$ cat config.mk
export PLATFORM = sky130hd
export DESIGN_NAME = sobel_stream_engine
export DESIGN_NICKNAME = d
export VERILOG_FILES = /design/src/rtl/sobel_stream_engine.sv
export SDC_FILE = /design/constraint.sdc
export NUM_CORES = 1
export LEC_CHECK = 0
export ABC_CLOCK_PERIOD_IN_PS = 16400
export CORE_MARGIN = 8
export CORE_UTILIZATION = 50
export DETAILED_ROUTE_END_ITERATION = 16
export PLACE_DENSITY = 0.69
export SYNTH_ARGS = -nofsm -noshare
export SYNTH_HDL_FRONTEND = slang
export SYNTH_SLANG_ARGS = --single-unit
$ cat constraint.sdc
create_clock -name clk_i -period 16.4 [get_ports clk_i]
set_input_delay 3.28 -clock clk_i [delete_from_list [all_inputs] [get_ports clk_i]]
set_output_delay 3.28 -clock clk_i [all_outputs]
set_load 0.01 [all_outputs]
$ cat src/rtl/sobel_stream_engine.sv
// Streaming 3x3 Sobel edge-magnitude engine: raster gray pixels in, saturated
// |Gx|+|Gy| out, two pipeline stages, one result per accepted pixel.
`timescale 1ns/1ps
module sobel_stream_engine #(
  parameter int unsigned MAX_PIXEL_BITS = 8,
  parameter int unsigned IMG_WIDTH      = 8,
  parameter int unsigned IMG_HEIGHT     = 8
) (
  input  logic                      clk_i,
  input  logic                      nreset_i,
  input  logic                      px_valid_i,
  input  logic [MAX_PIXEL_BITS-1:0] input_px_gray_i,
  input  logic                      frame_start_i,
  output logic [MAX_PIXEL_BITS-1:0] output_px_sobel_o,
  output logic                      px_valid_o,
  output logic                      frame_done_o
);

  localparam int unsigned PW = MAX_PIXEL_BITS;
  localparam int unsigned CW = (IMG_WIDTH  > 1) ? $clog2(IMG_WIDTH)  : 1;
  localparam int unsigned RW = (IMG_HEIGHT > 1) ? $clog2(IMG_HEIGHT) : 1;
  localparam int unsigned SW = PW + 3;
  localparam int unsigned MW = PW + 4;
  localparam logic [PW-1:0] PX_MAX  = '1;
  localparam logic [MW-1:0] MAG_MAX = MW'(PX_MAX);

  logic [CW-1:0] col_q;
  logic [RW-1:0] row_q;
  logic [CW-1:0] pos_col_c;
  logic [RW-1:0] pos_row_c;
  logic          last_col_c;
  logic          last_row_c;
  logic [PW-1:0] lb0_rd_c;
  logic [PW-1:0] lb1_rd_c;

  logic [PW-1:0] lb0 [IMG_WIDTH];
  logic [PW-1:0] lb1 [IMG_WIDTH];

  logic [PW-1:0] win_q [3][3];
  logic          s1_valid_q;
  logic          s1_mask_q;
  logic          s1_last_q;

  logic signed [SW-1:0] px_c [3][3];
  logic signed [SW-1:0] gx_c;
  logic signed [SW-1:0] gy_c;
  logic        [SW-1:0] ax_c;
  logic        [SW-1:0] ay_c;
  logic        [MW-1:0] mag_c;
  logic        [PW-1:0] sat_c;

  // Position of the pixel on the input this cycle; frame_start_i overrides
  always_comb begin
    pos_col_c  = frame_start_i ? '0 : col_q;
    pos_row_c  = frame_start_i ? '0 : row_q;
    last_col_c = (pos_col_c == CW'(IMG_WIDTH - 1));
    last_row_c = (pos_row_c == RW'(IMG_HEIGHT - 1));
    lb0_rd_c   = lb0[pos_col_c];
    lb1_rd_c   = lb1[pos_col_c];
  end

  always_ff @(posedge clk_i or negedge nreset_i) begin
    if (!nreset_i) begin
      col_q <= '0;
      row_q <= '0;
    end else if (px_valid_i) begin
      if (last_col_c) begin
        col_q <= '0;
        row_q <= last_row_c ? '0 : pos_row_c + RW'(1);
      end else begin
        col_q <= pos_col_c + CW'(1);
        row_q <= pos_row_c;
      end
    end else if (frame_start_i) begin
      col_q <= '0;
      row_q <= '0;
    end
  end

  // Line buffers carry no reset; the border mask hides stale contents
  always_ff @(posedge clk_i) begin
    if (px_valid_i) begin
      lb0[pos_col_c] <= lb1_rd_c;
      lb1[pos_col_c] <= input_px_gray_i;
    end
  end

  // Stage 1: window shift plus border mask and end-of-frame flag
  always_ff @(posedge clk_i or negedge nreset_i) begin
    if (!nreset_i) begin
      for (int r = 0; r < 3; r++) begin
        for (int c = 0; c < 3; c++) begin
          win_q[r][c] <= '0;
        end
      end
      s1_valid_q <= 1'b0;
      s1_mask_q  <= 1'b0;
      s1_last_q  <= 1'b0;
    end else begin
      s1_valid_q <= px_valid_i;
      if (px_valid_i) begin
        for (int r = 0; r < 3; r++) begin
          win_q[r][0] <= win_q[r][1];
          win_q[r][1] <= win_q[r][2];
        end
        win_q[0][2] <= lb0_rd_c;
        win_q[1][2] <= lb1_rd_c;
        win_q[2][2] <= input_px_gray_i;
        s1_mask_q   <= (pos_row_c >= RW'(2)) && (pos_col_c >= CW'(2));
        s1_last_q   <= last_row_c && last_col_c;
      end
    end
  end

  // Gradient arithmetic; row 0 is the oldest row, column 0 the oldest column
  always_comb begin
    for (int r = 0; r < 3; r++) begin
      for (int c = 0; c < 3; c++) begin
        px_c[r][c] = $signed(SW'(win_q[r][c]));
      end
    end
    gx_c  = (px_c[0][2] + (px_c[1][2] <<< 1) + px_c[2][2])
          - (px_c[0][0] + (px_c[1][0] <<< 1) + px_c[2][0]);
    gy_c  = (px_c[2][0] + (px_c[2][1] <<< 1) + px_c[2][2])
          - (px_c[0][0] + (px_c[0][1] <<< 1) + px_c[0][2]);
    ax_c  = gx_c[SW-1] ? SW'(-gx_c) : SW'(gx_c);
    ay_c  = gy_c[SW-1] ? SW'(-gy_c) : SW'(gy_c);
    mag_c = MW'(ax_c) + MW'(ay_c);
    sat_c = (mag_c > MAG_MAX) ? PX_MAX : mag_c[PW-1:0];
  end

  // Stage 2: registered result, held between valid strobes
  always_ff @(posedge clk_i or negedge nreset_i) begin
    if (!nreset_i) begin
      output_px_sobel_o <= '0;
      px_valid_o        <= 1'b0;
      frame_done_o      <= 1'b0;
    end else begin
      px_valid_o   <= s1_valid_q;
      frame_done_o <= s1_valid_q && s1_last_q;
      if (s1_valid_q) begin
        output_px_sobel_o <= s1_mask_q ? sat_c : '0;
      end
    end
  end

endmodule
==> impl_metrics.yaml, run 1 <==
status:
  status: "completed"
finish:
  multi_input_area_um2: 4920
  n_fill_cell: 1937
  drive_above_1_share_pct: 11.4
  final_nets: 1127
  n_antenna_cell: 0
  area_growth_pct: 11.1
  layout.area.seq_um2: 6120
floorplan:
  rows: 56
  core_area_um2: 23300
  die_w_um: 169
  die-area_um2: 28600
  initial_utilization_pct: 50.4
  die_h_um: 169
  ios: 22
cts:
  cts_inserted_buffers: 23
  postCtsSetupBuffers: 0
  insertion_delay_ns: 0.53
  ctsLongestPathBuffers: 3
  cts_tree: "built"
  cts-root-buf: "clkbuf_16"
  cts_hold_buf: 0
  cts-resized-gates: 0
  cts.clk_slew.worst_paths_ns: 0.06
  cts_sinks: 219
  htreeDepth: 1
placed_design:
  dp_hpwl_um: 16500
  dp_slack_ns: 10.01
  port_buffers: 21
  globalplace.congestion: 0.798
drt:
  dr.pass1.iters: 5
  drt_iter0_markers: 555
  vias: 7187
  post_drt_via_cell_ratio: 5.35
  drt-total-wl_um: 23900
  drt-wirelength-per-cell_um: 17.8
  ant_nets: 0
  drcViolationCount: 0
global_routing:
  overflow: 0
  antenna_found_initial: 0
  grt_util_all_layers_pct: 17.6
  grt_pass1_wl_um: 40000
  grt_pass1_vias: 7525
  grt_max_degree: 101
hold_path:
  worstHoldPathType: "reg -> reg"
sta:
  min_period_over_period_pct: 36.7
  timing.fmax_ghz: 0.166
  finalCriticalPeriod_ns: 6.02
  slew_headroom_pct: 36.9
  slew_violations: 0
  layout_setup_ws_ns: 10.38
  skew_ns: 0.0142
  hold_viol: 0
  tns_ns: 0
  grt_setup_unrepaired: "no"
  tightestPinTransition_ns: 0.937
  setup_viol: 0
job:
  cap_violations: 0
synth:
  syn_nets: 1104
  ys_types: 66
  avgSynthCellArea_um2: 11.9
  syn-cell-area_um2: 11700
  ys.flop_type: "edfxtp_1"
  synth-warning-count: 0
  synthCells: 986
  seq_area_frac_synth_pct: 52.2
  synth_edf_count: 128
  async_flop_share_pct: 41.6
  ys_seq_elements: 219
worst_setup_path:
  cp-end-kind: "flip-flop"
  start_kind: "flip-flop"
  required_ns: 16.81
  crit_arrival_ns: 6.43
  worstPathMaxFanout: 5
  critical_path_class: "reg -> reg"
synthesized netlist by cell type, drive strengths merged (8+ instances only):
master    n  area share, %
mux2     46            4.4
a21o     10           0.66
clkbuf   19           0.62
inv     139            4.5
a221oi    9           0.67
mux4      8            1.5
dfrtp    91             19
xnor2    17            1.3
buf      18           0.78
o21ai    70            3.0
o211ai   10           0.64
nor2b     8           0.43
edfxtp  128             33
fa       63             11
a21oi    51            2.2
ha       43            4.6
nand2   109            3.5
nor2     44            1.4
xor2     14            1.0
layout make-up:
type	instances	area share, %
repair buffers	35	2.38
multi-input cells	590	37.8
flip-flops and latches	219	47.0
inverters	140	4.03
well taps	319	3.06
clock inverters	15	1.29
clock buffers	25	4.48
cell families (layout without fill, tap and decap cells):
logic type,after synthesis,after routing,synth area share (%)
flops,219,219,52.2
xor+xnor,31,31,2.32
simple gates,199,199,7.37
buf+inv,177,215,5.88
fa+ha+maj,106,106,15.4
compound gates,196,196,10.6
mux,58,58,6.30
state kept, by name, summed over array words and instances (netlist names):
name               cells
col_q                  3
frame_done_o           1
lb0                   64
lb1                   64
output_px_sobel_o      8
px_c                  72
px_valid_o             1
row_q                  3
s1_last_q              1
s1_mask_q              1
s1_valid_q             1
path summary, 6_finish.rpt:
kind,start,end,slack [ns],cells past startpoint
max,px_c[69]$_DFFE_PN0P_,output_px_sobel_o[4]$_DFFE_PN0P_,10.38,19
min,s1_valid_q$_DFF_PN0_,px_valid_o$_DFF_PN0_,0.38,0
max reg2reg,px_c[69]$_DFFE_PN0P_,output_px_sobel_o[4]$_DFFE_PN0P_,10.38,19
min reg2reg,s1_valid_q$_DFF_PN0_,px_valid_o$_DFF_PN0_,0.38,0
max in group asynchronous,nreset_i,px_c[28]$_DFFE_PN0P_,12.52,2
min in group asynchronous,nreset_i,output_px_sobel_o[2]$_DFFE_PN0P_,2.67,1
worst max-delay path, cell delays in order, from the launching register on:
cell and delay, ns:
dfrtp_1 0.38, inv_1 0.10, fa_1 0.51, fa_1 0.54, inv_1 0.05, fa_1 0.52, inv_1 0.04, ha_1 0.36
o211ai_1 0.36, o211a_1 0.19, o21bai_1 0.08, a21oi_1 0.49, mux2_2 0.43, ha_1 0.31, a211oi_2 0.22, o21bai_1 0.17
a2111oi_2 0.31, a31oi_1 0.10, or4_1 0.53, a22o_1 0.21
placed cells by master (no fill, tap or decap), types with 19 or more instances in the layout:
cell,netlist,final
ha_1,43,43
mux2_2,46,46
a21oi_1,51,51
nand2_1,109,109
o21ai_0,70,70
fa_1,63,63
dfrtp_1,91,91
nor2_1,43,43
clkdlybuf4s50_1,0,19
inv_1,139,139
edfxtp_1,128,128
clkbuf_16,0,23
per-stage QoR:
step | hold slack, ns | area [µm²] | util, % | instances
finish | 0.383 | 13000 | 56.0 | 1343
global route | 0.399 | 13000 | 56.0 | 1343
CTS | 0.383 | 13000 | 56.0 | 1343
detailed placement | 0.369 | 12300 | 52.8 | 1303
global placement | 0.364 | 12300 | 52.8 | 1303
floorplan | 0.361 | 11700 | - | 986
routing by layer:
layer	vias up	routed length, µm	global-route usage, %
li1	3430	-	-
met1	3541	10700	23.7
met2	170	11300	28.9
met3	46	1240	2.70
met4	0	622	6.00
met5	-	0	0
Power of run 1 is not shown: default switching activity piles up to over one toggle a cycle in this logic, so the estimate is an artifact.
==> run 2: changes to the inputs <==
ABC_CLOCK_PERIOD_IN_PS = 5700   (was 16400)
clock period = 5.7 ns   (was 16.4 ns; I/O delays follow)
==> impl_metrics.yaml, run 2 (synthesized netlist as in run 1, its figures left out) <==
status:
  status: "completed"
worst_setup_path:
  cpPeakStageDelay_ns: 0.54
  crit_arrival_ns: 5.85
  worstPathMaxFanout: 7
  crit_family: "adder cells"
  cp_num_buf_inv: 6
  crit_path_top_delay_cell: "fa_1"
  required_ns: 6.11
  path_cells: "inv_2 -> fa_1 -> inv_1 -> fa_1 -> inv_1 -> fa_1 -> inv_1 -> ha_1 -> or3_4 -> a21oi_2 -> a21oi_2 -> buf_4 -> a31o_2 -> o21bai_1 -> xnor2_1 -> ha_1 -> buf_4 -> a21o_1 -> a21oi_1 -> a31oi_1 -> o31a_2 -> a221o_1"
  cp-end-kind: "flip-flop"
  critical_path_class: "reg -> reg"
  start_kind: "flip-flop"
drt:
  drcViolationCount: 0
  post_drt_via_cell_ratio: 5.35
  drt-total-wl_um: 23600
  ant_nets: 0
  dr.pass1.iters: 5
  drt_iter0_markers: 515
  drt-wirelength-per-cell_um: 17.2
  vias: 7328
floorplan:
  ios: 22
  die_h_um: 169
  die_w_um: 169
  rows: 56
  die-area_um2: 28600
  initial_utilization_pct: 50.4
  core_area_um2: 23300
placed_design:
  port_buffers: 21
  place_inst: 1314
  globalplace.congestion: 0.829
  dp_hpwl_um: 16100
sta:
  setup_viol: 0
  slew_headroom_pct: 31.1
  slew_violations: 0
  finalCriticalPeriod_ns: 5.44
  tightestPinTransition_ns: 1.02
  min_period_over_period_pct: 95.5
  hold_viol: 0
  skew_ns: 0.00967
  timing.fmax_ghz: 0.184
cts:
  cts_tree: "built"
  ctsLongestPathBuffers: 3
  htreeDepth: 1
  cts-root-buf: "clkbuf_16"
  cts_inserted_buffers: 24
  insertion_delay_ns: 0.53
  cts_sinks: 219
  cts.clk_slew.worst_paths_ns: 0.06
finish:
  n_antenna_cell: 0
  largest_reg_flops: 72
  area_growth_pct: 14.8
  layout_commonest_cell: "inv_1"
  drive_above_1_share_pct: 17.7
  layout_common_cells: "136 x inv_1, 128 x edfxtp_1, 109 x nand2_1"
  n_fill_cell: 1932
  stdcell_count: 1369
  final_nets: 1151
global_routing:
  grt_max_degree: 88
  antenna_found_initial: 0
  overflow: 0
  grt_util_all_layers_pct: 16.9
  grt_pass1_vias: 7511
  grt_pass1_wl_um: 38900
job:
  cap_violations: 0
hold_path:
  worstHoldPathType: "reg -> reg"
-- run 2: through the flow --
stage	utilization, %	hold slack, ns	TNS [ns]	area [µm²]	worst slack [ns]
2_1_floorplan	-	0.361	0	11700	0.179
3_3_place_gp	53.1	0.367	0	12400	0.112
3_5_place_dp	53.1	0.375	0	12400	0.0155
4_1_cts	56.5	0.389	0	13200	0.0360
5_1_grt	57.8	0.394	-0.00945	13500	-0.00400
6_report	57.8	0.385	0	13500	0.259
-- run 2: final cells by class --
| class | instances | area, µm² | area share, % |
|---|---|---|---|
| multi-input cells | 591 | 5150 | 38.3 |
| well taps | 319 | 399 | 2.97 |
| inverters | 140 | 526 | 3.91 |
| repair buffers | 57 | 475 | 3.53 |
| clock inverters | 9 | 124 | 0.921 |
| flip-flops and latches | 219 | 6120 | 45.5 |
| clock buffers | 34 | 658 | 4.89 |
-- run 2: final timing paths --
kind | startpoint | to | slack (ns) | cells past startpoint
max in group asynchronous | nreset_i | px_c[39]$_DFFE_PN0P_ | 4.07 | 2
min reg2reg | s1_valid_q$_DFF_PN0_ | px_valid_o$_DFF_PN0_ | 0.39 | 0
max | px_c[37]$_DFFE_PN0P_ | output_px_sobel_o[7]$_DFFE_PN0P_ | 0.26 | 22
min | s1_valid_q$_DFF_PN0_ | px_valid_o$_DFF_PN0_ | 0.39 | 0
max reg2reg | px_c[37]$_DFFE_PN0P_ | output_px_sobel_o[7]$_DFFE_PN0P_ | 0.26 | 22
min in group asynchronous | nreset_i | output_px_sobel_o[0]$_DFFE_PN0P_ | 0.68 | 1
-- run 2: what timing repair did --
action / in CTS / in global routing
buffers inserted: 1 / 10
setup endpoints to repair: 1 / 8
hold buffers: 0 / 0
pin swaps: 1 / 23
resized for setup: 1 / 52
cloned: 0 / 1
-- run 2: worst reg2reg max path, cell delays in order (launching register included) --
cell	delay, ns
dfrtp_1	0.37
inv_2	0.05
fa_1	0.54
inv_1	0.05
fa_1	0.47
inv_1	0.05
fa_1	0.53
inv_1	0.04
ha_1	0.28
or3_4	0.38
a21oi_2	0.15
a21oi_2	0.07
buf_4	0.15
a31o_2	0.22
o21bai_1	0.17
xnor2_1	0.15
ha_1	0.35
buf_4	0.17
a21o_1	0.19
a21oi_1	0.16
a31oi_1	0.11
o31a_2	0.40
a221o_1	0.28
-- run 2: metal layers --
metal / track usage, % / part of all wire, % / wire length, µm / vias to the layer above
met2: 26.9 / 47 / 11000 / 172
li1: - / - / - / 3480
met3: 2.14 / 4.9 / 1160 / 32
met1: 24.0 / 47 / 11000 / 3644
met4: 4.92 / 2.0 / 464 / 0
met5: 0 / 0 / 0 / -
Power of run 2 is left out for the same reason.
==> run 3: changes to the inputs <==
SKIP_CTS_REPAIR_TIMING = 1   (was not set)
==> impl_metrics.yaml, run 3 (synthesized netlist as in run 1, its figures left out) <==
drt:
  drt-total-wl_um: 23700
  drt_iter0_markers: 542
  post_drt_via_cell_ratio: 5.34
  vias: 7316
  drcViolationCount: 0
  ant_nets: 0
  drt-wirelength-per-cell_um: 17.3
  dr.pass1.iters: 5
finish:
  final_nets: 1151
  drive_above_1_share_pct: 17.5
  layout_commonest_cell: "inv_1"
  n_antenna_cell: 0
  utilization_pct: 57.8
  area_growth_pct: 14.7
  largest_reg_flops: 72
  layout_common_cells: "134 x inv_1, 128 x edfxtp_1, 109 x nand2_1"
hold_path:
  hold_start: "s1_valid_q$_DFF_PN0_"
  timing.hold.worst_endpoint: "px_valid_o$_DFF_PN0_"
  hold_depth: 0
  worstHoldPathType: "reg -> reg"
floorplan:
  initial_utilization_pct: 50.4
  ios: 22
  die-area_um2: 28600
  die_h_um: 169
  rows: 56
  die_w_um: 169
  core_area_um2: 23300
global_routing:
  antenna_found_initial: 0
  grt_pass1_wl_um: 38900
  grt_max_degree: 88
  grt_util_all_layers_pct: 16.8
  grt_pass1_vias: 7498
  overflow: 0
worst_setup_path:
  crit_family: "adder cells"
  r2r-end: "output_px_sobel_o[7]$_DFFE_PN0P_"
  path_depth: 22
  r2r-start: "px_c[0]$_DFFE_PN0P_"
  rrSetupSlack_ns: 0.23
  cp-end-kind: "flip-flop"
  cp_num_buf_inv: 5
  start_kind: "flip-flop"
  crit_arrival_ns: 5.88
  critical_path_class: "reg -> reg"
  crit_path_top_delay_cell: "fa_1"
  path_cells: "inv_2 -> fa_1 -> inv_1 -> fa_1 -> fa_1 -> ha_2 -> inv_1 -> fa_1 -> nor2b_2 -> buf_4 -> o21ai_0 -> a21oi_2 -> nand4b_1 -> o21bai_1 -> xnor2_1 -> ha_1 -> buf_4 -> a21o_1 -> a21oi_1 -> a31oi_1 -> o31a_2 -> a221o_1"
  reg2reg_depth: 22
  cpPeakStageDelay_ns: 0.54
  critPathMostFrequentCell: "fa_1"
  worstPathMaxFanout: 7
  required_ns: 6.11
sta:
  timing.fmax_ghz: 0.183
  slew_headroom_pct: 34.9
  hold_viol: 0
  tns_ns: 0
  min_period_over_period_pct: 96.0
  skew_ns: 0.00889
  setup_viol: 0
  slew_violations: 0
  hold_ws_ns: 0.387
  finalCriticalPeriod_ns: 5.47
  tightestPinTransition_ns: 0.967
cts:
  cts.clk_slew.worst_paths_ns: 0.06
  cts_tree: "built"
  cts-root-buf: "clkbuf_16"
  cts_sinks: 219
  insertion_delay_ns: 0.53
  htreeDepth: 1
  cts_inserted_buffers: 24
  ctsLongestPathBuffers: 3
placed_design:
  port_buffers: 21
  dp_hpwl_um: 16100
  globalplace.congestion: 0.829
job:
  cap_violations: 0
status:
  status: "completed"
run 3: cell types whose count changed in the layout (fill, tap and decap cells not counted), moves of 2 or more:
cell and delta:
inv_2 +2, fa_1 +2, fa_2 -2, inv_1 -2
run 3: worst register-to-register path: stages (launching register included):
cell and delay (ns):
dfrtp_1 0.37, inv_2 0.07, fa_1 0.54, inv_1 0.05, fa_1 0.39, fa_1 0.54
ha_2 0.23, inv_1 0.07, fa_1 0.43, nor2b_2 0.16, buf_4 0.15, o21ai_0 0.09
a21oi_2 0.25, nand4b_1 0.15, o21bai_1 0.08, xnor2_1 0.15, ha_1 0.35, buf_4 0.17
a21o_1 0.19, a21oi_1 0.17, a31oi_1 0.11, o31a_2 0.40, a221o_1 0.28
run 3: metrics by stage:
stage	instance area [µm²]	worst slack [ns]	std cells
after global placement	12400	0.112	1314
after global routing	13400	-0.0941	1369
after CTS	13100	-0.0184	1357
after detailed placement	12400	0.0155	1314
after floorplan	11700	0.179	986
final	13400	0.229	1369
run 3: worst max path at each step:
stage | startpoint | end
after detailed placement | px_c[69]$_DFFE_PN0P_ | output_px_sobel_o[4]$_DFFE_PN0P_
final | px_c[0]$_DFFE_PN0P_ | output_px_sobel_o[7]$_DFFE_PN0P_
after global routing | px_c[66]$_DFFE_PN0P_ | output_px_sobel_o[5]$_DFFE_PN0P_
after CTS | px_c[69]$_DFFE_PN0P_ | output_px_sobel_o[4]$_DFFE_PN0P_
after floorplan | px_c[5]$_DFFE_PN0P_ | output_px_sobel_o[4]$_DFFE_PN0P_
after global placement | px_c[2]$_DFFE_PN0P_ | output_px_sobel_o[4]$_DFFE_PN0P_
run 3: cell type report:
cell class	instances	area [µm²]
inverter	140	526
clock inverter	9	124
tap	319	399
timing repair buffer	57	475
fill	1936	9820
multi-input combinational	591	5140
sequential	219	6120
clock buffer	34	658
run 3: metal layers:
metal  vias to the layer above  wire length, µm  track usage, %
met1                      3655            10900            24.0
met3                        36             1100            2.14
li1                       3475                -               -
met2                       150            11200            26.8
met5                         -                0               0
met4                         0              483            4.92
Power of run 3 is left out for the same reason.
